File: config.mk
export PLATFORM = sky130hd
export DESIGN_NAME = booths_radix4_multiplier_flat
export DESIGN_NICKNAME = d
export VERILOG_FILES = /design/src/rtl/booths_radix4_multiplier_pkg.sv /design/src/rtl/booths_radix4_multiplier_if.sv /design/src/rtl/booths_radix4_multiplier_recoder.sv /design/src/rtl/booths_radix4_multiplier.sv /design/src/flat_wrapper.sv
export SDC_FILE = /design/constraint.sdc
export NUM_CORES = 1
export LEC_CHECK = 0
export CORE_MARGIN = 8
export CORE_UTILIZATION = 40
export CTS_BUF_LIST = sky130_fd_sc_hd__clkbuf_16
export DETAILED_ROUTE_END_ITERATION = 10
export HOLD_SLACK_MARGIN = 0.05
export PLACE_DENSITY = 0.71
export SETUP_SLACK_MARGIN = 0.3
export SLEW_MARGIN = 10
export SYNTH_ARGS = -nofsm -noshare
export SYNTH_HDL_FRONTEND = slang
export SYNTH_SLANG_ARGS = --single-unit
export TNS_END_PERCENT = 50
File: constraint.sdc
create_clock -name clk -period 4.26 [get_ports clk]
set_input_delay 1.065 -clock clk [delete_from_list [all_inputs] [get_ports clk]]
set_output_delay 1.065 -clock clk [all_outputs]
set_load 0.01 [all_outputs]
File: src/rtl/booths_radix4_multiplier_pkg.sv
// Shared types for the radix-4 Booth multiplier: FSM states, Booth digit
// select codes and the iteration-count helper.
package booth_pkg;

  typedef enum logic {
    IDLE = 1'b0,
    CALC = 1'b1
  } state_e;

  typedef enum logic [2:0] {
    ZERO = 3'd0,
    P1   = 3'd1,
    P2   = 3'd2,
    N1   = 3'd3,
    N2   = 3'd4
  } booth_sel_e;

  // Operands are widened by two bits, so WIDTH/2+1 radix-4 digits cover them.
  function automatic int booth_iter(input int width);
    return width / 2 + 1;
  endfunction

endpackage

File: src/rtl/booths_radix4_multiplier_if.sv
// Start/ready request bus and result bus of the radix-4 Booth multiplier.
interface booths_radix4_multiplier_if #(
  parameter int WIDTH = 8
) ();

  logic               start;
  logic               signed_mode;
  logic [WIDTH-1:0]   a_in;
  logic [WIDTH-1:0]   b_in;
  logic [2*WIDTH-1:0] r_out;
  logic               ready;
  logic               busy;
  logic               done;

  modport master (
    output start, signed_mode, a_in, b_in,
    input  r_out, ready, busy, done
  );

  modport slave (
    input  start, signed_mode, a_in, b_in,
    output r_out, ready, busy, done
  );

endinterface

File: src/rtl/booths_radix4_multiplier_recoder.sv
// Radix-4 Booth recoder: maps the multiplier triplet {q1,q0,q-1} to a
// signed digit in {-2,-1,0,+1,+2}.
module booth_r4_recoder
  import booth_pkg::*;
(
  input  logic [2:0] triplet_i,
  output booth_sel_e sel_o,
  output logic       neg_o,
  output logic       dbl_o
);

  always_comb begin
    sel_o = ZERO;
    case (triplet_i)
      3'b001, 3'b010: sel_o = P1;
      3'b011:         sel_o = P2;
      3'b100:         sel_o = N2;
      3'b101, 3'b110: sel_o = N1;
      default:        sel_o = ZERO;
    endcase
  end

  assign neg_o = (sel_o == N1) || (sel_o == N2);
  assign dbl_o = (sel_o == P2) || (sel_o == N2);

endmodule

File: src/rtl/booths_radix4_multiplier.sv
// Sequential radix-4 Booth multiplier, two multiplier bits retired per clock,
// signed or unsigned operands selected per operation.
module booths_radix4_multiplier
  import booth_pkg::*;
#(
  parameter int WIDTH = 8
) (
  input  logic                        clk,
  input  logic                        reset,
  booths_radix4_multiplier_if.slave   bus
);

  localparam int XW   = WIDTH + 2;
  localparam int AW   = XW + 2;
  localparam int PW   = 2 * WIDTH;
  localparam int ITER = booth_iter(WIDTH);
  localparam int CW   = $clog2(ITER + 1);

  if ((WIDTH % 2) != 0 || WIDTH < 4) begin : g_bad_width
    $error("booths_radix4_multiplier: WIDTH must be even and >= 4");
  end

  state_e                state_q, state_d;
  logic signed [XW-1:0]  m_q, m_d;
  logic        [XW-1:0]  q_q, q_d;
  logic                  qm1_q, qm1_d;
  logic signed [AW-1:0]  acc_q, acc_d;
  logic        [CW-1:0]  cnt_q, cnt_d;
  logic        [PW-1:0]  r_q, r_d;
  logic                  done_q, done_d;

  booth_sel_e            sel;
  logic                  neg, dbl;
  logic signed [XW-1:0]  a_ext, b_ext;
  logic signed [AW-1:0]  m_ext, mag, pp, sum, acc_sh;
  logic        [XW-1:0]  q_sh;

  booth_r4_recoder u_recoder (
    .triplet_i ({q_q[1:0], qm1_q}),
    .sel_o     (sel),
    .neg_o     (neg),
    .dbl_o     (dbl)
  );

  // Two extra bits make unsigned operands non-negative signed values.
  always_comb begin
    a_ext = bus.signed_mode ? {{2{bus.a_in[WIDTH-1]}}, bus.a_in} : {2'b00, bus.a_in};
    b_ext = bus.signed_mode ? {{2{bus.b_in[WIDTH-1]}}, bus.b_in} : {2'b00, bus.b_in};
  end

  // Partial-product add into the guarded upper half, then the 2-bit shift.
  always_comb begin
    m_ext  = {{2{m_q[XW-1]}}, m_q};
    mag    = dbl ? (m_ext <<< 1) : m_ext;
    pp     = (sel == ZERO) ? '0 : (neg ? -mag : mag);
    sum    = acc_q + pp;
    acc_sh = sum >>> 2;
    q_sh   = {sum[1:0], q_q[XW-1:2]};
  end

  always_comb begin
    state_d = state_q;
    m_d     = m_q;
    q_d     = q_q;
    qm1_d   = qm1_q;
    acc_d   = acc_q;
    cnt_d   = cnt_q;
    r_d     = r_q;
    done_d  = 1'b0;
    case (state_q)
      IDLE: begin
        if (bus.start) begin
          m_d     = a_ext;
          q_d     = b_ext;
          qm1_d   = 1'b0;
          acc_d   = '0;
          cnt_d   = '0;
          state_d = CALC;
        end
      end
      CALC: begin
        acc_d = acc_sh;
        q_d   = q_sh;
        qm1_d = q_q[1];
        cnt_d = cnt_q + CW'(1);
        if (cnt_q == CW'(ITER - 1)) begin
          r_d     = {acc_sh[PW-XW-1:0], q_sh};
          done_d  = 1'b1;
          state_d = IDLE;
        end
      end
      default: state_d = IDLE;
    endcase
  end

  always_ff @(posedge clk or posedge reset) begin
    if (reset) begin
      state_q <= IDLE;
      m_q     <= '0;
      q_q     <= '0;
      qm1_q   <= 1'b0;
      acc_q   <= '0;
      cnt_q   <= '0;
      r_q     <= '0;
      done_q  <= 1'b0;
    end else begin
      state_q <= state_d;
      m_q     <= m_d;
      q_q     <= q_d;
      qm1_q   <= qm1_d;
      acc_q   <= acc_d;
      cnt_q   <= cnt_d;
      r_q     <= r_d;
      done_q  <= done_d;
    end
  end

  assign bus.r_out = r_q;
  assign bus.ready = (state_q == IDLE);
  assign bus.busy  = (state_q == CALC);
  assign bus.done  = done_q;

endmodule

File: src/flat_wrapper.sv
// flat-port wrapper written by rule: the top's interface ports become plain ports
module booths_radix4_multiplier_flat import booth_pkg::*;
#(
  parameter int WIDTH = 8
)
  (clk, reset, bus_start, bus_signed_mode, bus_a_in, bus_b_in, bus_r_out, bus_ready, bus_busy, bus_done);
  booths_radix4_multiplier_if #(.WIDTH(WIDTH)) bus_i ();
  input  logic clk;
  input  logic reset;
  input wire logic [$bits(bus_i.start)-1:0] bus_start;
  input wire logic [$bits(bus_i.signed_mode)-1:0] bus_signed_mode;
  input wire logic [$bits(bus_i.a_in)-1:0] bus_a_in;
  input wire logic [$bits(bus_i.b_in)-1:0] bus_b_in;
  output wire logic [$bits(bus_i.r_out)-1:0] bus_r_out;
  output wire logic [$bits(bus_i.ready)-1:0] bus_ready;
  output wire logic [$bits(bus_i.busy)-1:0] bus_busy;
  output wire logic [$bits(bus_i.done)-1:0] bus_done;
  assign bus_i.start = bus_start;
  assign bus_i.signed_mode = bus_signed_mode;
  assign bus_i.a_in = bus_a_in;
  assign bus_i.b_in = bus_b_in;
  assign bus_r_out = bus_i.r_out;
  assign bus_ready = bus_i.ready;
  assign bus_busy = bus_i.busy;
  assign bus_done = bus_i.done;
  booths_radix4_multiplier #(.WIDTH(WIDTH)) u_core (.clk(clk), .reset(reset), .bus(bus_i));
endmodule
Yosys cells after proc, flatten, opt, wreduce, memory -nomap -nowiden
Index checks and enable logic that the tools add are counted.
{"block": "totals", "inputBits": 20, "register_bits": 54, "out_inout_bits": 19, "wordCells": 49}
{"block": "op_classes", "muxes": 19, "n_eq_ne": 11, "add_sub_neg": 3, "reduce_logical": 7, "bitwise_logic": 1}
{"operator": "two-way mux 10 bit", "count": 4}
{"operator": "two-way mux 12 bit", "count": 3}
{"operator": "case mux 12 bit (2 select lines)", "count": 1}
{"operator": "case mux 10 bit (2 select lines)", "count": 1}
{"operator": "== test 3 bit, second input constant", "count": 5}
{"operator": "adder 12 bit", "count": 1}
{"operator": "== test 3 x 2 -> 1 bit, second input constant", "count": 4}
{"operator": "negator 12 bit", "count": 1}
{"operator": "case mux 3 bit (4 select lines)", "count": 1}
{"operator": "case mux 3 bit (2 select lines)", "count": 1}
{"operator": "two-way mux 1 bit", "count": 5}
{"operator": "case mux 1 bit (2 select lines)", "count": 2}
{"operator": "AND reduction 2 bit", "count": 2}
{"operator": "OR reduction 2 bit", "count": 2}
{"operator": "adder 3 x 1 -> 3 bit, second input constant", "count": 1}
{"operator": "== test 3 x 1 -> 1 bit, second input constant", "count": 1}
{"operator": "logical NOT 3 bit", "count": 1}
{"operator": "two-way mux 3 bit", "count": 1}
{"operator": "logical OR 1 bit", "count": 2}
{"operator": "inequality test 2 bit, second input constant", "count": 1}
{"operator": "inverter 1 bit", "count": 1}

Longest topological paths before layout
{"block": "logic_depth", "ltp_word": 11, "mapped_depth": 19, "mapped_depth_nobuf": 17}

Cells and area by module
A second synthesis with hierarchy kept.
{"block": "unflattened", "cells_unflattened": 318, "hier_area_um2": 3031.7}
{"mod": "booths_radix4_multiplier", "area_each_um2": 2985.4, "seq_area_each_um2": 1276.2, "instances": 1, "cells_per_inst": 312}
{"mod": "booth_r4_recoder", "area_each_um2": 46.3, "seq_area_each_um2": 0.0, "instances": 1, "cells_per_inst": 6}

Least setup slack after synthesis
OpenSTA, ideal clock, no wires.
{"block": "synth_timing", "kind": "reg2reg", "start": "reg u_core.qm1_q", "end": "reg u_core.acc_q[8]", "path_buffers": 2, "synth_period_minus_slack_ps": 3512, "path_stages_with_launch": 18, "required_ps": 4138, "setup_ps": 122, "t_arrival_ps": 3390, "path_slack_ps": 748, "cell_sequence": "dfrtp_1 -> buf_4 -> and3b_1 -> buf_2 -> nor2_2 -> mux2i_1 -> ha_1 -> nand2b_1 -> nor2_1 -> mux2_2 -> a41oi_1 -> xnor2_1 -> o221ai_1 -> ha_1 -> a21oi_1 -> o21bai_1 -> or3_1 -> a32o_1"}
{"block": "synth_between", "elab_chain_len": 11, "elab_cells_between_ends": 21, "classes_between": "2 x add/sub; 9 x eq/ne; 5 x mux; 5 x reduce/logical"}
{"element": "start: declaration", "line": "booths_radix4_multiplier.sv:26", "rtl": "logic qm1_q, qm1_d;"}
{"element": "start signal: assignment", "line": "booths_radix4_multiplier.sv:110", "rtl": "qm1_q <= qm1_d;"}
{"element": "== test 3 bit, or another cell as far along", "line": "booths_radix4_multiplier_recoder.sv:14", "rtl": "case (triplet_i)"}
{"element": "OR reduction 2 bit", "line": "booths_radix4_multiplier_recoder.sv:14"}
{"element": "case mux 3 bit (4 select lines) (*)", "line": "booths_radix4_multiplier_recoder.sv:14"}
{"element": "== test 3 x 2 -> 1 bit or == test 3 bit (tied branches)", "line": "booths_radix4_multiplier_recoder.sv:24, booths_radix4_multiplier_recoder.sv:23"}
{"element": "logical OR 1 bit", "line": "booths_radix4_multiplier_recoder.sv:24", "rtl": "assign dbl_o = (sel_o == P2) || (sel_o == N2);"}
{"element": "two-way mux 10 bit", "line": "booths_radix4_multiplier.sv:54", "rtl": "mag = dbl ? (m_ext <<< 1) : m_ext;"}
{"element": "negator 12 bit", "line": "booths_radix4_multiplier.sv:55", "rtl": "pp = (sel == ZERO) ? '0 : (neg ? -mag : mag);"}
{"element": "two-way mux 12 bit", "line": "booths_radix4_multiplier.sv:55"}
{"element": "two-way mux 12 bit (*)", "line": "booths_radix4_multiplier.sv:55"}
{"element": "adder 12 bit (*)", "line": "booths_radix4_multiplier.sv:56", "rtl": "sum = acc_q + pp;"}
{"element": "case mux 12 bit (2 select lines) (*)", "line": "booths_radix4_multiplier.sv:70", "rtl": "case (state_q)"}
{"element": "end signal: assignment", "line": "booths_radix4_multiplier.sv:102", "rtl": "acc_q <= '0;"}
{"element": "end signal: assignment", "line": "booths_radix4_multiplier.sv:111", "rtl": "acc_q <= acc_d;"}
{"element": "end: declaration", "line": "booths_radix4_multiplier.sv:27", "rtl": "logic signed [AW-1:0] acc_q, acc_d;"}
Every way passes the cells marked *; elsewhere a longest branch is shown, timed or not.
A chain may end at the register's enable or synchronous reset.

Worst setup path in the final report
{"block": "layout_timing", "start": "reg u_core.q_q[0]", "end": "reg u_core.acc_q[8]"}
{"block": "layout_between", "elab_chain_len": 11, "elab_cells_between_ends": 21, "classes_between": "2 x add/sub; 9 x eq/ne; 5 x mux; 5 x reduce/logical"}
{"element": "start: declaration", "line": "booths_radix4_multiplier.sv:25", "rtl": "logic [XW-1:0] q_q, q_d;"}
{"element": "start signal: assignment", "line": "booths_radix4_multiplier.sv:109", "rtl": "q_q <= q_d;"}
{"element": "== test 3 bit, or another cell as far along", "line": "booths_radix4_multiplier_recoder.sv:14"}
{"element": "OR reduction 2 bit", "line": "booths_radix4_multiplier_recoder.sv:14"}
{"element": "case mux 3 bit (4 select lines) (*)", "line": "booths_radix4_multiplier_recoder.sv:14"}
{"element": "== test 3 x 2 -> 1 bit or == test 3 bit (tied branches)", "line": "booths_radix4_multiplier_recoder.sv:24, booths_radix4_multiplier_recoder.sv:23"}
{"element": "logical OR 1 bit", "line": "booths_radix4_multiplier_recoder.sv:24"}
{"element": "two-way mux 10 bit", "line": "booths_radix4_multiplier.sv:54"}
{"element": "negator 12 bit", "line": "booths_radix4_multiplier.sv:55"}
{"element": "two-way mux 12 bit", "line": "booths_radix4_multiplier.sv:55"}
{"element": "two-way mux 12 bit (*)", "line": "booths_radix4_multiplier.sv:55"}
{"element": "adder 12 bit (*)", "line": "booths_radix4_multiplier.sv:56"}
{"element": "case mux 12 bit (2 select lines) (*)", "line": "booths_radix4_multiplier.sv:70"}
Marks and branches as above.

==> impl_metrics.yaml <==
outcome:
  status: "finished, final reports clean"
critical_path:
  cp_max_fo: 7
  worstPathArrival_ns: 3.88
  crit_required_ns: 4.45
  crit_path_end_kind: "flip-flop"
  ff2ff_setup_slack_ns: 0.57
  path_cells: "and3b_2 -> nor2_4 -> mux2i_1 -> ha_2 -> nand2b_1 -> nor2_1 -> mux2_2 -> nand4_1 -> xnor2_1 -> o221ai_1 -> ha_1 -> a21oi_1 -> o21bai_1 -> or3_1 -> a32o_1"
  timing.rr.end: "u_core.acc_q[8]"
  slowest_delay_ns: 0.44
  r2r-start: "u_core.q_q[0]"
  path_class: "reg -> reg"
  crit_buf_inv: 0
  r2r.worst_path.cells: 15
  crit_family: "simple AND/OR/NAND/NOR gates"
  slowest_stage: "dfrtp_1"
  crit_path_start_kind: "flip-flop"
clock_network:
  htree_levels: 2
  cts_root_buf: "clkbuf_16"
  cts_made_buffers: 5
  ctsHoldBuffers: 0
  cts_tree: "built"
  path_clk_slew_ns: 0.07
  cts_num_sinks: 51
  clk-insertion-delay-late_ns: 0.30
  cts_buffer_depth: 2
detailed_routing:
  drc: 0
  routed_wl_mm: 7.82
  avgViaCountPerCell: 5.57
  firstDrtPassIters: 4
  drt_iter0_drc: 151
  vias: 2712
  antenna_left: 0
  avgRoutedWirePerCell_um: 16.1
timing:
  finClkSkew_ns: 0.00623
  finalCritPeriodShare_pct: 86.6
  tns_ns: 0
  hold_ws_ns: 0.482
  worst_slack_ns: 0.570
  rsz0062_at_grt: "false"
  period_minus_slack_ns: 3.69
  slew_headroom_pct: 39.9
  worstMarginPinSlew_ns: 0.901
  hold_viol: 0
  final-setup-viol-count: 0
  drv_slew: 0
  fmax_ghz: 0.271
grt:
  met2_usage_pct: 22.8
  antenna_found_initial: 0
  grt_pass1_wl_mm: 13.2
  busiest_layer: "met2"
  grt_util_all_layers_pct: 14.2
  grt_pass1_vias: 2621
  grt-ovfl-total: 0
  met3_usage_pct: 3.29
  grt_max_degree: 52
  use_met1_pct: 18.0
synth:
  yosys_warnings: 0
  ys_types: 50
  ys.flop_type: "dfrtp_1"
  ys_ff_latch: 51
  synth-edff-count: 0
  netlist_area_mm2: 0.00323
  synth_cells: 354
  ys_seq_area_share_pct: 39.6
  synth_fp_nets: 389
  synthArstFlopShare_pct: 100
  avgSynthCellArea_um2: 9.12
final_layout:
  finalNonFillerCells: 487
  multi_input_area_mm2: 0.00181
  final_cell_mix: "51 x dfrtp_1, 46 x nand2_1, 44 x o21ai_0"
  syn2layout_area_growth_pct: 19.1
  ff_latch_area_mm2: 0.00128
  fin_nets: 419
  final_common_cell: "dfrtp_1"
  layout-drive-gt1-share_pct: 12.2
  final.fill_count: 735
  diodes: 0
job:
  cap_violations: 0
floorplanning:
  die-area_mm2: 0.0112
  io_pins: 39
  die_x_um: 106
  start_util_pct: 41.5
  row_count: 32
  core_mm2: 0.00777
  die_h_um: 106
worst_hold_path:
  holdPathEnd: "u_core.bus.r_out[13]"
  hold_class: "reg -> reg"
  worstHoldStart: "u_core.bus.r_out[13]"
  whs_path_depth: 2
placed_design:
  numPortBuffers: 38
  place_congestion: 0.867
  place_inst: 478
  dp_slack_ns: 0.523
  hpwl_mm: 5.62
cells in the mapped netlist, types with 4 or more instances:
library cell | instances | area, um^2
dfrtp_1 | 51 | 1280
nand2_1 | 46 | 173
o21ai_0 | 44 | 220
a21oi_1 | 17 | 85.1
mux2_2 | 17 | 191
clkbuf_1 | 16 | 60.1
nor2_1 | 15 | 56.3
ha_1 | 14 | 175
inv_1 | 13 | 48.8
mux2i_1 | 11 | 110
xnor2_1 | 9 | 78.8
a31oi_1 | 7 | 43.8
nor2b_1 | 7 | 43.8
nand3_1 | 6 | 30.0
or3_1 | 6 | 37.5
a211oi_1 | 5 | 37.5
nor3_1 | 5 | 25.0
a21o_1 | 4 | 30.0
nand2b_1 | 4 | 25.0
nor3b_1 | 4 | 30.0
o21a_1 | 4 | 30.0
o221ai_1 | 4 | 35.0
xor2_1 | 4 | 35.0
layer usage:
layer | share of wire, % | wire length, um | vias up
met2 | 47 | 3640 | 70
met5 | 0 | 0 | -
met1 | 46 | 3620 | 1307
li1 | - | - | 1325
met4 | 2.2 | 170 | 0
met3 | 5.1 | 397 | 10
registers in the layout, indices dropped and copies added, names as in the netlist:
name,cells
u_core.acc_q,10
u_core.bus.busy,1
u_core.m_q,9
u_core.cnt_q,3
u_core.q_q,10
u_core.qm1_q,1
u_core.bus.done,1
u_core.bus.r_out,16
per-stage QoR:
step	util, %	cell area [um^2]
2_1_floorplan	-	3230
3_3_place_gp	47.4	3680
3_5_place_dp	47.4	3680
4_1_cts	49.2	3820
5_1_grt	49.5	3840
6_report	49.5	3840
worst min-delay path: stages, from the launching register on:
cell and delay, ns:
dfrtp_1 0.35, nand2_1 0.04, o21ai_0 0.06
final cells by class:
cell class,count,share of cell area (%)
Multi-Input combinational cell,266,47.0
Timing Repair Buffer,45,11.3
Clock inverter,3,0.488
Inverter,15,1.50
Tap cell,102,3.32
Sequential cell,51,33.2
Clock buffer,5,3.26
worst max path at each step:
| stage | start | slack [ns] | endpoint | depth (start not counted) |
|---|---|---|---|---|
| final | u_core.q_q[0] | 0.57 | u_core.acc_q[8] | 15 |
| after global routing | u_core.q_q[0] | 0.28 | u_core.acc_q[8] | 15 |
| after CTS | u_core.q_q[0] | 0.50 | u_core.acc_q[10] | 17 |
| after detailed placement | u_core.q_q[0] | 0.52 | u_core.acc_q[10] | 17 |
| after global placement | u_core.q_q[0] | 0.68 | u_core.acc_q[8] | 15 |
| after floorplan | u_core.qm1_q | 0.75 | u_core.acc_q[8] | 17 |
cell families (layout without fill, tap and decap cells):
| group | count (synthesis) | in the layout | share of synthesized area (%) |
|---|---|---|---|
| XOR/XNOR | 13 | 13 | 3.53 |
| buffers and inverters | 37 | 68 | 4.89 |
| multiplexers | 28 | 28 | 9.34 |
| AND/OR/NAND/NOR | 105 | 105 | 16.6 |
| adder cells (fa/ha/maj) | 15 | 15 | 6.05 |
| AO/OA/AOI/OAI | 105 | 105 | 20.0 |
| flip-flops | 51 | 51 | 39.6 |
what timing repair did:
item | in CTS | in global routing
buffers inserted | 0 | 1
setup endpoints to repair | 0 | 2
resized for setup | 0 | 4
hold endpoints to repair | 0 | 0
Power is not shown: default switching activity piles up to over one toggle a cycle in this logic, so the estimate is an artifact.
